## src/rtl/uart_pkg.sv

```systemverilog
// uart_pkg -- shared definitions for the UART transmitter.
//
// Contents:
//   uart_state_e          : 3-bit transmitter FSM state encoding
//   CLKS_PER_BIT_DEFAULT  : default clk cycles per serial bit
//   BAUD_W / BIT_W        : baud counter and bit counter widths
//   FRAME_BITS_*          : frame length in bits with and without parity
//   frame_cycles()        : frame length in clk cycles for a configuration
//   even_parity()         : even-parity helper used by even_parity_gen
package uart_pkg;

  typedef enum logic [2:0] {
    ST_IDLE   = 3'd0,
    ST_START  = 3'd1,
    ST_DATA   = 3'd2,
    ST_PARITY = 3'd3,
    ST_STOP   = 3'd4
  } uart_state_e;

  localparam int unsigned CLKS_PER_BIT_DEFAULT = 32'd16;

  // 16 bits covers the largest legal CLKS_PER_BIT (65535).
  localparam int unsigned BAUD_W = 32'd16;
  localparam int unsigned BIT_W  = 32'd3;

  // start + 8 data + parity + stop, and start + 8 data + stop.
  localparam int unsigned FRAME_BITS_PARITY    = 32'd11;
  localparam int unsigned FRAME_BITS_NO_PARITY = 32'd10;

  function automatic int unsigned frame_cycles(input int unsigned clks_per_bit,
                                               input logic        parity_en);
    int unsigned bits;
    if (parity_en) begin
      bits = FRAME_BITS_PARITY;
    end else begin
      bits = FRAME_BITS_NO_PARITY;
    end
    return bits * clks_per_bit;
  endfunction

  // Even parity: the bit that makes the total count of ones even.
  function automatic logic even_parity(input logic [7:0] data);
    return ^data;
  endfunction

endpackage

```

## src/rtl/even_parity_gen.sv

```systemverilog
// even_parity_gen -- combinational even-parity generator for one byte.
//
// Ports:
//   data_i   [7:0] : byte to protect
//   parity_o       : XOR of all eight bits of data_i
module even_parity_gen
  import uart_pkg::*;
(
  input  logic [7:0] data_i,
  output logic       parity_o
);

  assign parity_o = even_parity(data_i);

endmodule

```

## src/rtl/uart_tx_ctrl.sv

```systemverilog
// uart_tx_ctrl -- 8-bit UART transmitter, LSB first, one stop bit.
//
// Frame: start(0), 8 data bits, optional even-parity bit, stop(1); every
// bit is held for CLKS_PER_BIT clk cycles.
//
// Build option:
//   UART_TX_PARITY_EN  defined   -> 11-bit frame including the parity bit
//                      undefined -> 10-bit frame, no parity state or logic
//
// Parameter:
//   CLKS_PER_BIT : clk cycles per serial bit, 2..65535
// Ports:
//   clk       : system clock, all state changes on its rising edge
//   rst       : asynchronous active-high reset
//   tx_start  : transmit request, only sampled while idle
//   tx_data   : byte to send, captured on the accepting edge
//   tx_serial : registered serial line, idle high
//   tx_busy   : high in every non-idle state
//   tx_done   : one-cycle pulse in the last cycle of the stop bit
module uart_tx_ctrl
  import uart_pkg::*;
#(
  parameter int unsigned CLKS_PER_BIT = CLKS_PER_BIT_DEFAULT
) (
  input  logic       clk,
  input  logic       rst,
  input  logic       tx_start,
  input  logic [7:0] tx_data,
  output logic       tx_serial,
  output logic       tx_busy,
  output logic       tx_done
);

  localparam logic [BAUD_W-1:0] BAUD_LAST = BAUD_W'(CLKS_PER_BIT - 32'd1);

  uart_state_e       state_q, state_d;
  logic [BAUD_W-1:0] baud_q,  baud_d;
  logic [BIT_W-1:0]  bit_q,   bit_d;
  logic [7:0]        shift_q, shift_d;
  logic              tx_serial_q, tx_serial_d;
  logic              tx_busy_q,   tx_busy_d;
  logic              tx_done_q,   tx_done_d;
  logic              baud_last_s;

`ifdef UART_TX_PARITY_EN
  // Unshifted copy of the accepted byte; the parity bit is taken from this
  // copy so later changes on tx_data cannot leak into the frame.
  logic [7:0] data_q, data_d;
  logic       parity_s;

  even_parity_gen u_parity (
    .data_i   (data_q),
    .parity_o (parity_s)
  );
`endif

  assign baud_last_s = (baud_q == BAUD_LAST);

  // Next-state logic: bit timing, bit counting and data shifting.
  always_comb begin
    state_d = state_q;
    baud_d  = baud_q;
    bit_d   = bit_q;
    shift_d = shift_q;
`ifdef UART_TX_PARITY_EN
    data_d  = data_q;
`endif
    case (state_q)
      ST_IDLE: begin
        if (tx_start) begin
          state_d = ST_START;
          baud_d  = {BAUD_W{1'b0}};
          bit_d   = {BIT_W{1'b0}};
          shift_d = tx_data;
`ifdef UART_TX_PARITY_EN
          data_d  = tx_data;
`endif
        end else begin
          state_d = ST_IDLE;
        end
      end
      ST_START: begin
        if (baud_last_s) begin
          state_d = ST_DATA;
          baud_d  = {BAUD_W{1'b0}};
        end else begin
          baud_d  = baud_q + {{(BAUD_W-1){1'b0}}, 1'b1};
        end
      end
      ST_DATA: begin
        if (baud_last_s) begin
          baud_d  = {BAUD_W{1'b0}};
          // Line always shows shift_q[0]; move the next bit into place.
          shift_d = {1'b0, shift_q[7:1]};
          if (bit_q == 3'd7) begin
            bit_d = 3'd0;
`ifdef UART_TX_PARITY_EN
            state_d = ST_PARITY;
`else
            state_d = ST_STOP;
`endif
          end else begin
            bit_d = bit_q + 3'd1;
          end
        end else begin
          baud_d  = baud_q + {{(BAUD_W-1){1'b0}}, 1'b1};
        end
      end
`ifdef UART_TX_PARITY_EN
      ST_PARITY: begin
        if (baud_last_s) begin
          state_d = ST_STOP;
          baud_d  = {BAUD_W{1'b0}};
        end else begin
          baud_d  = baud_q + {{(BAUD_W-1){1'b0}}, 1'b1};
        end
      end
`endif
      ST_STOP: begin
        if (baud_last_s) begin
          state_d = ST_IDLE;
          baud_d  = {BAUD_W{1'b0}};
        end else begin
          baud_d  = baud_q + {{(BAUD_W-1){1'b0}}, 1'b1};
        end
      end
      default: begin
        state_d = ST_IDLE;
        baud_d  = {BAUD_W{1'b0}};
        bit_d   = {BIT_W{1'b0}};
        shift_d = 8'h00;
      end
    endcase
  end

  // Output next values, derived from the next state so the registered
  // outputs line up with the state they describe (no extra cycle of lag).
  always_comb begin
    tx_serial_d = 1'b1;
    tx_busy_d   = (state_d != ST_IDLE);
    tx_done_d   = (state_d == ST_STOP) && (baud_d == BAUD_LAST);
    case (state_d)
      ST_IDLE:   tx_serial_d = 1'b1;
      ST_START:  tx_serial_d = 1'b0;
      ST_DATA:   tx_serial_d = shift_d[0];
`ifdef UART_TX_PARITY_EN
      ST_PARITY: tx_serial_d = parity_s;
`endif
      ST_STOP:   tx_serial_d = 1'b1;
      default:   tx_serial_d = 1'b1;
    endcase
  end

  // State, counters, data and output registers with asynchronous reset.
  always_ff @(posedge clk or posedge rst) begin
    if (rst) begin
      state_q     <= ST_IDLE;
      baud_q      <= {BAUD_W{1'b0}};
      bit_q       <= {BIT_W{1'b0}};
      shift_q     <= 8'h00;
`ifdef UART_TX_PARITY_EN
      data_q      <= 8'h00;
`endif
      tx_serial_q <= 1'b1;
      tx_busy_q   <= 1'b0;
      tx_done_q   <= 1'b0;
    end else begin
      state_q     <= state_d;
      baud_q      <= baud_d;
      bit_q       <= bit_d;
      shift_q     <= shift_d;
`ifdef UART_TX_PARITY_EN
      data_q      <= data_d;
`endif
      tx_serial_q <= tx_serial_d;
      tx_busy_q   <= tx_busy_d;
      tx_done_q   <= tx_done_d;
    end
  end

  assign tx_serial = tx_serial_q;
  assign tx_busy   = tx_busy_q;
  assign tx_done   = tx_done_q;

endmodule

```

## config.mk

```make
export PLATFORM = sky130hd
export DESIGN_NAME = uart_tx_ctrl
export DESIGN_NICKNAME = d
export VERILOG_FILES = /design/src/rtl/uart_pkg.sv /design/src/rtl/even_parity_gen.sv /design/src/rtl/uart_tx_ctrl.sv
export SDC_FILE = /design/constraint.sdc
export NUM_CORES = 1
export LEC_CHECK = 0
export BUFFER_PORTS_ARGS = -buffer_cell sky130_fd_sc_hd__buf_4
export CORE_MARGIN = 8
export CORE_UTILIZATION = 57
export CTS_BUF_LIST = sky130_fd_sc_hd__clkbuf_4 sky130_fd_sc_hd__clkbuf_8 sky130_fd_sc_hd__clkbuf_16
export DETAILED_ROUTE_END_ITERATION = 8
export PLACE_DENSITY = 0.76
export SYNTH_ARGS = -nofsm -noshare
export SYNTH_HDL_FRONTEND = slang
export SYNTH_SLANG_ARGS = --single-unit
```

## constraint.sdc

```tcl
create_clock -name clk -period 2.7 [get_ports clk]
set_input_delay 0.27 -clock clk [delete_from_list [all_inputs] [get_ports clk]]
set_output_delay 0.27 -clock clk [all_outputs]
set_load 0.02 [all_outputs]
```

Word-level counts from Yosys, hierarchy flattened
Cells that the tools add are included.

operators by class
  shifts and indexed selects = 0
  bitwise operators = 1
  add/sub/neg operators = 2
  eq/ne operators = 11
  $lt $le $gt $ge = 0
  $mul = 0
  divide/modulo/power cells = 0
  mux-type cells = 17
  reductions and logical operators = 6

operators by type and width
  cell                                             number
  == test 16 x 4 -> 1 bit (second input constant)  2
  2-to-1 mux 16 bit                                2
  case mux 16 bit (2 select lines)                 1
  case mux 8 bit (3 select lines)                  1
  2-to-1 mux 3 bit                                 7
  adder 16 x 1 -> 16 bit (second input constant)   1
  2-to-1 mux 8 bit                                 2
  case mux 3 bit (4 select lines)                  1
  == test 3 bit (second input constant)            3
  case mux 3 bit (3 select lines)                  1
  == test 3 x 1 -> 1 bit (second input constant)   2
  == test 3 x 2 -> 1 bit (second input constant)   2
  inequality test 2 bit (second input constant)    2
  adder 3 x 1 -> 3 bit (second input constant)     1
  logical NOT 3 bit                                1
  AND reduction 3 bit                              1
  nonzero test 3 bit                               1
  OR reduction 3 bit                               1
  case mux 1 bit (2 select lines)                  1
  OR reduction 2 bit                               1
  logical AND 1 bit                                1
  2-to-1 mux 1 bit                                 1
  inverter 1 bit                                   1

word-level totals
  bits in read-only memories = 0
  memories = 0
  latch bits = 0
  bits in writable memories = 0
  flip-flop bits (word level) = 33

Longest topological paths before layout
  word-level depth = 6
  mapped depth = 10
  depth with buffers taken out = 8

Worst setup path before layout
OpenSTA, ideal clock, no wires.

  path kind = register to register
  from = register baud_q[0]
  to = register tx_done_q, in the netlist tx_done
  clock period less this slack = 2.175 ns
  arrival = 2.080 ns
  buffers on the path = 2
  setup slack = 0.525 ns
  cell stages (with the launch flop) = 11
  cell sequence = dfrtp_1 -> ha_1 -> and3_1 -> clkbuf_1 -> and4_1 -> buf_4 -> nor2_4 -> a22o_1 -> and4b_1 -> nand4bb_1 -> nor4b_2

between the ends
  cells in the longest elaborated chain, start to end = 5
  elaborated cells on any way between the ends = 12
  those cells by class = 1 x add/sub; 3 x eq/ne; 7 x mux; 1 x reduce/logical

ends and longest elaborated chain
  element                                                            RTL line                                                     source
  start, declared                                                    uart_tx_ctrl.sv:37                                           logic [BAUD_W-1:0] baud_q, baud_d;
  start signal, assigned                                             uart_tx_ctrl.sv:158                                          baud_q <= {BAUD_W{1'b0}};
  start signal, assigned                                             uart_tx_ctrl.sv:169                                          baud_q <= baud_d;
  adder 16 x 1 -> 16 bit or == test 16 x 4 -> 1 bit (tied branches)  -
  2-to-1 mux 16 bit *                                                uart_tx_ctrl.sv:83, uart_tx_ctrl.sv:91, uart_tx_ctrl.sv:120
  case mux 16 bit (2 select lines) *                                 uart_tx_ctrl.sv:68                                           case (state_q)
  via baud_d[1]                                                      uart_tx_ctrl.sv:37
  == test 16 x 4 -> 1 bit *                                          uart_tx_ctrl.sv:141                                          tx_done_d = (state_d == ST_STOP) && (baud_d == BAUD_LAST);
  logical AND 1 bit *                                                uart_tx_ctrl.sv:141
  via tx_done_d                                                      uart_tx_ctrl.sv:42                                           logic tx_done_q, tx_done_d;
  end signal, assigned                                               uart_tx_ctrl.sv:177                                          tx_done_q <= tx_done_d;
  end, declared                                                      uart_tx_ctrl.sv:42

Mark *: on every way through the listed nets, which the timed path passes. The rest lies on a longest branch.
A chain may end at the register's enable or synchronous reset.

Worst setup path in the final report
Ends and elaborated chain as after synthesis.

==> flow_metrics.py <==
metrics = {
    "run_status": {
        "status": "completed",
    },
    "worst_setup_path": {
        "reg2reg_from": "baud_q[0]",
        "crit_path_end_kind": "flip-flop",
        "start_kind": "flip-flop",
        "required_ps": 2940,
        "reg2reg_depth": 8,
        "worstSetupPathType": "flip-flop to flip-flop",
        "r2r-end": "tx_done",
        "cp_max_fo": 10,
        "critPathLaunch": "baud_q[0]",
        "arrival_ps": 2710,
        "rrSetupSlack_ps": 230,
    },
    "flow_run": {
        "maxCapViolCount": 0,
    },
    "clocking": {
        "clkLatencyLatePin_ps": 330,
        "cts_root_buffer": "clkbuf_4",
        "clockBufferDepth": 2,
        "cts_hold_buffers": 0,
        "cts_made_buffers": 5,
        "cts_tree": "built",
        "clk_pin_slew_ps": 110,
        "htreeDepth": 2,
        "clkSinkCount": 33,
    },
    "sta": {
        "finalCriticalPeriod_ps": 2473,
        "clock.fmax_mhz": 404.3,
        "worst_pin_slew_ps": 891.9,
        "fin_ws_ps": 226.8,
        "hold_viol_final": 0,
        "skew_ps": 6.997,
        "finalSetupViolations": 0,
        "grt_setup_unrepaired": "no",
        "max_slew_margin_pct": 40.36,
        "post-route-period-util_pct": 91.60,
        "final.setup.tns_ps": 0,
        "slew_viol_final": 0,
    },
    "finish": {
        "design_area_um2": 2131,
        "layout_common_cells": "32 x dfrtp_1, 22 x nand2_1, 19 x buf_4, 16 x nor2_1",
        "areaGrowthSynthToFinish_pct": 12.33,
        "drive_gt1_share_pct": 16.59,
        "nFillCells": 282,
        "antenna_cells": 0,
        "multi_input_area_um2": 977.2,
        "final_nets": 236,
        "final_common_cell": "dfrtp_1",
        "final_cells": 269,
        "register_area_um2": 827.0,
    },
    "synth": {
        "synth_area_um2": 1897,
        "synth-edff-count": 0,
        "avgSynthCellArea_um2": 9.076,
        "synth_top_area_share_pct": 42.22,
        "synthCells": 209,
        "synthTopCellsByArea": "dfrtp_1 42%, nand2_1 4.4%, a222oi_1 3.7%",
        "synth_seq_cells": 33,
        "yosys.area.top_type": "dfrtp_1",
        "ys_types": 49,
        "yosys_warnings": 0,
        "synth-seq-area-share_pct": 43.60,
        "ys.flop_type": "dfrtp_1",
        "synth_fp_nets": 223,
        "synth-async-reset-ratio_pct": 100.0,
    },
    "detailed_routing": {
        "vias": 1684,
        "final_antenna_net_count": 0,
        "first_iter_violations": 186,
        "first_pass_iters": 5,
        "wirelength_mm": 4.304,
        "vias_per_cell": 6.260,
        "drc_errors": 0,
        "wl_per_cell_um": 16.00,
    },
    "place": {
        "io_buffer_count": 13,
        "gp_congestion": 0.9653,
        "placed_cells": 261,
        "post-place-ws_ps": 245.6,
        "dp_hpwl_mm": 3.169,
        "placed_area_um2": 2041,
    },
    "floorplanning": {
        "die-area_um2": 5429,
        "rows": 21,
        "core_um2": 3258,
        "die_h_um": 73.69,
        "die_width_um": 73.69,
        "ios": 14,
        "start_util_pct": 58.22,
    },
    "grt": {
        "grt_max_degree": 34,
        "grt_pass1_vias": 1622,
        "grt_pass1_wl_mm": 7.541,
        "grtUsageTotal_pct": 17.68,
        "grt-ovfl-total": 0,
        "antenna_found_initial": 0,
    },
    "power_and_ir_drop": {
        "powerDensity_nw_per_um2": 742.1,
        "p_leak_nw": 0.9042,
        "ir_drop_mv": 0.4781,
    },
    "worst_hold_path": {
        "hold_class": "input port to async pin",
    },
}
cell usage after synthesis (2+ instances only):
library cell  number
xor2_1             3
o31ai_1            5
inv_1             10
xnor2_1            3
nand4_1            3
or3_1              2
a22o_1             3
a21o_1             2
nand2_1           22
buf_2              3
nand3_1            6
a21oi_1           10
o21ai_0           11
o21ai_1           11
nor3b_1            2
clkbuf_1           9
ha_1               3
and3_1             3
and2_1             2
mux2_2             2
nor2b_1            4
nor4b_1            2
a222oi_1           7
nor2_1            16
dfrtp_1           32
nor3_1             3
nor4_1             6
o32ai_1            3
worst max-delay path by stage:
stage,cells past startpoint,to
global placement,8,tx_done
finish,8,tx_done
global route,8,tx_done
detailed placement,8,tx_done
CTS,8,tx_done
floorplan,10,tx_done
power breakdown:
part           switching (mW)  internal [mW]
combinational           0.196          0.192
clock                   0.175          0.220
sequential              0.180          0.619
stage by stage:
stage	util (%)	power, mW	hold WS, ps
finish	65.40	1.581	20.05
detailed placement	62.63	1.191	399.2
floorplan	-	1.078	398.2
global placement	62.63	1.155	380.1
global route	65.40	1.684	46.97
CTS	65.36	1.583	33.08
layer usage:
layer  global-route usage, %  vias to the layer above  part of all wire [%]
li1                        -                      801                     -
met1                   21.28                      802                    42
met2                   29.33                       70                    50
met3                   4.366                       11                   5.2
met4                   6.874                        0                   2.2
met5                       0                        -                     0
worst max-delay path: stages, from the launching register on:
cell and delay [ps]:
dfrtp_1 460, ha_1 270, and3_1 250, and4_2 340, nor2_4 250, a22o_1 190
and4b_1 240, nand4bb_1 160, nor4b_2 230
what timing repair did:
| item | in CTS | in global routing |
|---|---|---|
| setup buffers | 0 | 0 |
| setup endpoints to repair | 0 | 1 |
| resized for setup | 0 | 1 |
area by class of cell:
| type | count | area share (%) |
|---|---|---|
| sequential | 33 | 38.81 |
| clock buffer | 6 | 2.408 |
| timing repair buffer | 19 | 6.694 |
| inverter | 10 | 1.762 |
| clock inverter | 2 | 1.762 |
| multi-input combinational | 153 | 45.86 |
| tap | 46 | 2.701 |
cell families (layout without fill, tap and decap cells):
group	Yosys count	in the layout	synth area share (%)
compound gates	62	62	22.17
mux	2	2	1.187
buf+inv	23	37	4.947
simple gates	80	80	23.35
flops	33	33	43.60
fa+ha+maj	3	3	1.979
xor+xnor	6	6	2.771
state kept, by name (all words and copies together), names as in the netlist:
register / count
state_q: 3
bit_q: 3
tx_busy: 1
baud_q: 16
shift_q: 8
tx_done: 1
tx_serial: 1
Power figures use the tool's default switching activity.
